==> src/rtl/nibble_serial_adder_ctrl.sv <==
// Sequencer that adds two WIDTH-bit operands through one shared 4-bit adder slice,
// one nibble per clock, LSB nibble first. Define NIBBLE_SERIAL_SUB_EN to add a subtract mode.
module nibble_serial_adder_ctrl #(
    parameter int WIDTH = 16
) (
    input  logic             clk,
    input  logic             rst,
    input  logic             start,
    input  logic [WIDTH-1:0] a,
    input  logic [WIDTH-1:0] b,
    input  logic             ci,
`ifdef NIBBLE_SERIAL_SUB_EN
    input  logic             sub,
`endif
    output logic             busy,
    output logic             done,
    output logic [WIDTH-1:0] s,
    output logic             co
);

    localparam int NIB = WIDTH / 4;
    localparam int CW  = (NIB > 1) ? $clog2(NIB) : 1;
    localparam logic [CW-1:0] LAST = CW'(NIB - 1);

    generate
        if ((WIDTH % 4) != 0 || WIDTH < 4) begin : g_bad_width
            $error("nibble_serial_adder_ctrl: WIDTH must be a multiple of 4 and at least 4");
        end
    endgenerate

    typedef enum logic [1:0] {
        IDLE = 2'd0,
        RUN  = 2'd1,
        DONE = 2'd2
    } state_t;

    state_t           state;
    logic [WIDTH-1:0] a_r;
    logic [WIDTH-1:0] b_r;
    logic             carry;
    logic [CW-1:0]    cnt;

    logic [WIDTH-1:0] b_in;
    logic             c_in;
    logic [3:0]       a_nib;
    logic [3:0]       b_nib;
    logic [4:0]       step;

    // Subtraction is a + ~b + 1, so the inversion and forced carry are applied at capture time.
`ifdef NIBBLE_SERIAL_SUB_EN
    assign b_in = sub ? ~b : b;
    assign c_in = sub ? 1'b1 : ci;
`else
    assign b_in = b;
    assign c_in = ci;
`endif

    // NOTE: every signal assigned in always_comb gets a value on every path; a missing
    // default here would infer a latch instead of a plain mux.
    always_comb begin
        a_nib = a_r[{cnt, 2'b00} +: 4];
        b_nib = b_r[{cnt, 2'b00} +: 4];
        step  = {1'b0, a_nib} + {1'b0, b_nib} + {4'b0000, carry};
    end

    // NOTE: all state updates use non-blocking assignments so each register samples the
    // pre-edge values of the others, whatever order the statements are written in.
    always_ff @(posedge clk) begin
        if (rst) begin
            state <= IDLE;
            busy  <= 1'b0;
            done  <= 1'b0;
            s     <= '0;
            co    <= 1'b0;
            carry <= 1'b0;
            cnt   <= '0;
            a_r   <= '0;
            b_r   <= '0;
        end else begin
            case (state)
                IDLE: begin
                    if (start) begin
                        a_r   <= a;
                        b_r   <= b_in;
                        carry <= c_in;
                        s     <= '0;
                        cnt   <= '0;
                        busy  <= 1'b1;
                        state <= RUN;
                    end
                end
                RUN: begin
                    s[{cnt, 2'b00} +: 4] <= step[3:0];
                    carry                <= step[4];
                    if (cnt == LAST) begin
                        // Counter holds on the final step so a single-nibble build keeps cnt at 0.
                        co    <= step[4];
                        busy  <= 1'b0;
                        done  <= 1'b1;
                        state <= DONE;
                    end else begin
                        cnt <= cnt + 1'b1;
                    end
                end
                DONE: begin
                    done  <= 1'b0;
                    state <= IDLE;
                end
                default: begin
                    busy  <= 1'b0;
                    done  <= 1'b0;
                    state <= IDLE;
                end
            endcase
        end
    end

endmodule
==> config.mk <==
export PLATFORM = sky130hd
export DESIGN_NAME = nibble_serial_adder_ctrl
export DESIGN_NICKNAME = d
export VERILOG_FILES = /design/src/rtl/nibble_serial_adder_ctrl.sv
export SDC_FILE = /design/constraint.sdc
export NUM_CORES = 1
export LEC_CHECK = 0
export ABC_AREA = 1
export BUFFER_PORTS_ARGS = -buffer_cell sky130_fd_sc_hd__clkbuf_2
export CAP_MARGIN = 10
export CORE_AREA = 2 2 69 71
export DETAILED_ROUTE_END_ITERATION = 8
export DIE_AREA = 0 0 71 73
export PLACE_DENSITY = 0.83
export SLEW_MARGIN = 20
export SYNTH_ARGS = -nofsm -noshare
export SYNTH_HDL_FRONTEND = slang
export SYNTH_SLANG_ARGS = --single-unit
==> constraint.sdc <==
create_clock -name clk -period 3.4 [get_ports clk]
set_input_delay 0.51 -clock clk [delete_from_list [all_inputs] [get_ports clk]]
set_output_delay 0.51 -clock clk [all_outputs]
set_load 0.01 [all_outputs]
==> run_results.csv, run 1 <==
group,metric,value,unit
sta,timing.final.hold_violations,0,
synthesis,yosys_register_bits,56,
drt,routed.top_layer,"met4",
placed_design,pre_cts_ws,0.9129,ns
clock_tree,cts_htree_levels,2,
sta,rsz0062_at_grt,"no",
floorplanning,core_area,4536,µm²
synthesis,synth_nets,377,
run_status,outcome,"complete, no violations",
synthesis,yosys_warnings,0,
clock_tree,postCtsSetupBuffers,0,
floorplanning,num_rows,25,
synthesis,synth_cell_type_count,25,
placed_design,io_buffers,54,
cells_and_area,num-nets-final,424,
drt,drtIter0Drc,245,
drt,wl_met2,2520,µm
sta,slew_violations,0,
synthesis,synthesis.instances,332,
global_routing,grt_max_degree,36,
sta,setup-violations-final,0,
clock_tree,cts_sinks,56,
clock_tree,numCtsBuffers,5,
drt,drc,0,
synthesis,synth_top_flop_cell,"dfxtp_1",
drt,avgRoutedWirePerCell,12.46,µm
sta,layout_setup_ws,0.8839,ns
drt,wl_met3,302,µm
sta,finClkSkew,0.004522,ns
floorplanning,dieArea,5183,µm²
placed_design,gp_congestion,0.9236,
drt,firstDrtPassIters,4,
sta,holdWs,0.4208,ns
hold_path,min_from,"a[5]",
cells_and_area,area_growth,16.32,%
global_routing,grt_pass1_vias,2121,
drt,wl,5407,µm
floorplanning,die_y,73,µm
sta,fin_tns_setup,0,ns
global_routing,antenna_found_initial,0,
synthesis,syn_area_per_cell,7.413,µm²
setup_path,end_kind,"flip-flop",
sta,relSlewSlack,45.28,%
setup_path,critPathRequiredTime,3.64,ns
setup_path,reg2reg_slack,0.88,ns
global_routing,grt_usage,22.35,%
drt,antenna_left,0,
clock_tree,ctsResizeCount,0,
drt,wirelength_met1,2461,µm
floorplanning,start_util,54.26,%
floorplanning,ios,55,
sta,period_minus_slack,2.516,ns
pwr,power_density,523.0,nW/µm²
cells_and_area,final_layout_size_suffix_gt1_share,20.26,%
cells_and_area,diodes,0,
global_routing,grt_pass1_wl,9308,µm
drt,vias_per_cell,5.265,
pwr,vdd_drop_max,281.2,µV
clock_tree,clk_path_buf_depth,2,
clock_tree,clkTransAtPathRegs,0.10,ns
clock_tree,ctsRootBufferMaster,"clkbuf_8",
synthesis,synth_edf_count,0,
floorplanning,chipWidth,71,µm
synthesis,syn_area,2461,µm²
setup_path,crit_start,"cnt[1]",
clock_tree,ctsHoldBuffers,0,
setup_path,critPathKind,"reg2reg",
setup_path,start_kind,"flip-flop",
sta,tightest_slew,0.8200,ns
sta,fmax,0.3974,GHz
flow_run,maxCapViolCount,0,
synthesis,synthArstFlopShare,0,%
setup_path,arrival,2.75,ns
pwr,p_leak,0.001262,µW
clock_tree,insertion_delay,0.30,ns
hold_path,hold_class,"in2reg",
setup_path,r2r_start,"cnt[1]",
clock_tree,cts_tree,"built",
setup_path,worstPathMaxFanout,12,
drt,via_count,2285,
sta,finalCritPeriodShare,74.00,%
global_routing,grt_overflow,0,
synthesis,synth_seq_area_share,45.55,%
placed_design,hpwl,3841,µm
-- flip-flops by register name, indices dropped and copies added (netlist names) --
register and count:
co 1, cnt 2, s 16, state 2
b_r 16, carry 1, a_r 16, done 1
busy 1
-- logic make-up (layout without fill, tap and decap cells) --
family | Yosys count | after routing | share of synthesized area [%]
XOR/XNOR | 1 | 1 | 0.3559
AO/OA/AOI/OAI | 85 | 85 | 18.20
AND/OR/NAND/NOR | 148 | 148 | 24.96
buffers and inverters | 33 | 81 | 5.745
adder cells (fa/ha/maj) | 9 | 9 | 5.185
flip-flops | 56 | 56 | 45.55
-- stage by stage --
step	utilization (%)	total power, µW	cell area (µm²)	cells
floorplan	-	956.8	2461	332
global placement	60.33	1030	2736	426
detailed placement	60.33	1038	2736	426
CTS	63.12	1503	2863	434
global route	63.12	1581	2863	434
finish	63.12	1497	2863	434
-- cell usage in the layout, fill, tap and decap left out --
master / synthesis / final
nor2_1: 82 / 82
dfxtp_1: 56 / 56
clkbuf_2: 3 / 54
o21ai_0: 48 / 48
nand2_1: 47 / 47
a21oi_1: 28 / 28
inv_1: 13 / 13
ha_1: 7 / 7
clkbuf_8: 0 / 7
o22ai_1: 6 / 6
nand3_1: 6 / 6
nor2_2: 4 / 4
nand4_1: 3 / 3
inv_2: 3 / 3
nand2_2: 3 / 3
a32oi_1: 2 / 2
fa_1: 2 / 2
buf_4: 0 / 2
clkinv_1: 1 / 1
nor2_4: 1 / 1
xnor2_1: 1 / 1
nor3_1: 1 / 1
nor4_4: 1 / 1
a211oi_2: 1 / 1
bufinv_16: 0 / 1
-- layer usage --
layer	up-vias	track usage (%)
li1	1183	-
met1	1002	28.57
met2	88	37.07
met3	12	4.420
met4	0	9.434
met5	-	0
-- path summary, 6_finish.rpt --
path / end / cells past startpoint
worst max-delay path: s[13] / 9
worst min-delay path: a_r[5] / 3
worst max register to register: s[13] / 9
worst min register to register: busy / 2
-- synthesized netlist by cell type (all sizes together) (2+ instances only) --
| master | n | share of area, % |
|---|---|---|
| a21oi | 28 | 5.7 |
| a32oi | 2 | 0.71 |
| buf | 6 | 1.5 |
| clkbuf | 10 | 1.7 |
| dfxtp | 56 | 46 |
| fa | 2 | 1.6 |
| ha | 7 | 3.6 |
| inv | 16 | 2.4 |
| nand2 | 50 | 7.9 |
| nand3 | 6 | 1.2 |
| nand4 | 3 | 0.76 |
| nor2 | 87 | 14 |
| o21ai | 48 | 9.8 |
| o22ai | 6 | 1.5 |
-- power breakdown --
part           switching [µW]  leakage, µW  internal (µW)
registers                27.4     0.000460            699
clock network             209    0.0000645            260
logic                     194     0.000738            108
-- final cells by class --
type	count	area (µm²)
clock buffers	7	96.34
clock inverters	1	30.03
fillers	428	1673
inverters	17	63.81
multi-input cells	243	1199
flip-flops and latches	56	1121
well taps	54	67.56
repair buffers	56	285.3
-- worst max-delay path, stage by stage, from the launching register on --
cell and delay, ns:
dfxtp_1 0.51, inv_1 0.25, o21ai_0 0.13, o22ai_1 0.11, fa_1 0.42, inv_1 0.08
fa_1 0.43, nor3_1 0.27, nand2_1 0.10, a21oi_1 0.15
Note: power is estimated with default switching activity, not from simulation.
==> run 2: changes to the inputs <==
--- a/config.mk
+++ b/config.mk
@@ -8,10 +8,10 @@
 export ABC_AREA = 1
 export BUFFER_PORTS_ARGS = -buffer_cell sky130_fd_sc_hd__clkbuf_2
 export CAP_MARGIN = 10
-export CORE_AREA = 2 2 69 71
+export CORE_AREA = 2 2 72 74
 export DETAILED_ROUTE_END_ITERATION = 8
-export DIE_AREA = 0 0 71 73
-export PLACE_DENSITY = 0.83
+export DIE_AREA = 0 0 74 76
+export PLACE_DENSITY = 0.77
 export SLEW_MARGIN = 20
 export SYNTH_ARGS = -nofsm -noshare
 export SYNTH_HDL_FRONTEND = slang
==> constraint.sdc (replaced) <==
create_clock -name clk -period 2.4 [get_ports clk]
set_input_delay 0.36 -clock clk [delete_from_list [all_inputs] [get_ports clk]]
set_output_delay 0.36 -clock clk [all_outputs]
set_load 0.01 [all_outputs]
==> run 2 against run 1 <==
Non-clock buffer count up 8. Sequential power grew 42%. Die area grew 8.5%. Clock skew rose by 0.0063 ns. Clock power is 42% higher. Routed wire length rose by 3.2%. Via count grew 3.4%. Power grew 44%. Register-to-register slack lost 0.70 ns. Sequential share of layout area decreased by 1.2 points. Sequential cell count stayed put. Final area up 3.1%.
==> run_results.csv, run 2 (same netlist as run 1, synthesis figures left out) <==
group,metric,value,unit
run_status,outcome,"complete, no violations",
hold_path,hold_class,"in2reg",
drt,firstDrtPassIters,5,
setup_path,reg2reg_to,"s[13]",
drt,drc,0,
pwr,vdd_drop_max,380.4,µV
sta,finalCritPeriodShare,92.25,%
clock_tree,numCtsBuffers,5,
drt,drtIter0Drc,204,
clock_tree,cts_tree,"built",
global_routing,grt_overflow,0,
pwr,switching_share,28.66,%
global_routing,grt_pass1_vias,2187,
placed_design,hpwl,4121,µm
floorplanning,die_y,76,µm
sta,slew_violations,0,
floorplanning,ios,55,
pwr,cellInternalPower,1540,µW
sta,holdWs,0.2628,ns
sta,setup-violations-final,0,
setup_path,arrival,2.46,ns
pwr,p_seq_share,47.6,%
clock_tree,cts_htree_levels,2,
setup_path,critPathCapture,"s[13]",
floorplanning,core_area,4912,µm²
setup_path,r2r_cells,9,
clock_tree,cts_sinks,56,
pwr,power_density,731.2,nW/µm²
sta,timing.final.hold_violations,0,
cells_and_area,final_cell_mix,"nor2_1 (82), dfxtp_1 (56), clkbuf_2 (54)",
setup_path,cp_top_family,"adder cells",
sta,rsz0062_at_grt,"no",
setup_path,r2r_start,"cnt[0]",
placed_design,io_buffers,54,
clock_tree,clkTransAtPathRegs,0.09,ns
floorplanning,dieArea,5624,µm²
setup_path,crit_start,"cnt[0]",
floorplanning,num_rows,26,
pwr,fin_total_pwr,2158,µW
setup_path,critPathKind,"reg2reg",
sta,finClkSkew,0.01082,ns
setup_path,worst_path_most_repeated_cell,"fa_1",
setup_path,start_kind,"flip-flop",
clock_tree,ctsHoldBuffers,0,
global_routing,grt_max_degree,36,
clock_tree,postCtsSetupBuffers,0,
pwr,comb_power_share,21.6,%
setup_path,crit_chain,"buf_6 > o21ai_0 > o22ai_1 > fa_1 > inv_1 > fa_1 > nor3_2 > nand2_1 > a21oi_1",
sta,fin_tns_setup,0,ns
placed_design,pre_cts_ws,0.1215,ns
drt,avgRoutedWirePerCell,12.18,µm
pwr,switchingPower,618.4,µW
placed_design,gp_congestion,0.9006,
cells_and_area,largest_registers,"a_r: 16 flops, b_r: 16 flops, s: 16 flops",
setup_path,max_stage_delay,0.44,ns
pwr,p_leak,0.001302,µW
sta,fmax,0.4517,GHz
clock_tree,clk_path_buf_depth,2,
clock_tree,ctsRootBufferMaster,"clkbuf_8",
sta,tightest_slew,0.5629,ns
sta,relSlewSlack,62.42,%
pwr,p_clk_share,30.8,%
drt,via_count,2362,
sta,layout_setup_ws,0.1860,ns
placed_design,place_area,2816,µm²
floorplanning,start_util,50.10,%
setup_path,slowest_stage,"fa_1",
setup_path,path_buf_inv,2,
cells_and_area,diodes,0,
drt,wl,5578,µm
drt,vias_per_cell,5.157,
setup_path,worstPathMaxFanout,14,
cells_and_area,final_layout_size_suffix_gt1_share,22.42,%
floorplanning,chipWidth,74,µm
global_routing,antenna_found_initial,0,
clock_tree,ctsResizeCount,0,
cells_and_area,area_growth,19.93,%
cells_and_area,layout_commonest_cell,"nor2_1",
cells_and_area,num-nets-final,432,
setup_path,critPathRequiredTime,2.64,ns
global_routing,grt_pass1_wl,9639,µm
flow_run,maxCapViolCount,0,
setup_path,reg2reg_slack,0.19,ns
global_routing,grt_usage,21.52,%
setup_path,end_kind,"flip-flop",
sta,period_minus_slack,2.214,ns
clock_tree,insertion_delay,0.31,ns
cells_and_area,final_area,2952,µm²
setup_path,cp.depth,9,
drt,antenna_left,0,
[run 2: worst min-delay path, delay by kind of cell]
kind                   cells  cell delay, ns
AND/OR/NAND/NOR            2            0.11
buffers and inverters      1            0.07
[run 2: layout make-up]
type,instances,area (µm²)
clock buffers,7,96.34
well taps,70,87.58
repair buffers,64,349.1
fillers,441,1961
multi-input cells,243,1204
inverters,17,63.81
clock inverters,1,30.03
flip-flops and latches,56,1121
[run 2: stage by stage]
| step | cells | utilization, % |
|---|---|---|
| final | 458 | 60.09 |
| after global routing | 458 | 60.09 |
| after CTS | 458 | 59.91 |
| after detailed placement | 450 | 57.34 |
| after global placement | 450 | 57.34 |
| after floorplan | 332 | - |
[run 2: power groups by stage]
| stage | Combinational [µW] | Sequential, µW | Clock [µW] |
|---|---|---|---|
| 5_1_grt | 526 | 1030 | 718 |
| 3_3_place_gp | 451 | 1050 | 0 |
| 4_1_cts | 460 | 1030 | 676 |
| 3_5_place_dp | 457 | 1050 | 0 |
| 6_report | 466 | 1030 | 666 |
| 2_1_floorplan | 314 | 1040 | 0 |
[run 2: how the worst min path moves through the flow]
stage,endpoint,depth (start not counted),slack (ns),from
global placement,s[12],2,0.45,s[12]
CTS,a_r[11],3,0.26,a[11]
global route,b_r[5],3,0.27,b[5]
finish,a_r[11],3,0.26,a[11]
floorplan,s[8],1,0.43,rst
detailed placement,s[3],2,0.46,s[3]
[run 2: per-layer routing]
layer	part of all wire, %	track usage (%)	up-vias
met1	45	28.54	1064
met4	1.5	8.364	0
met2	47	33.84	89
met3	7.3	4.630	8
li1	-	-	1201
met5	0	0	-
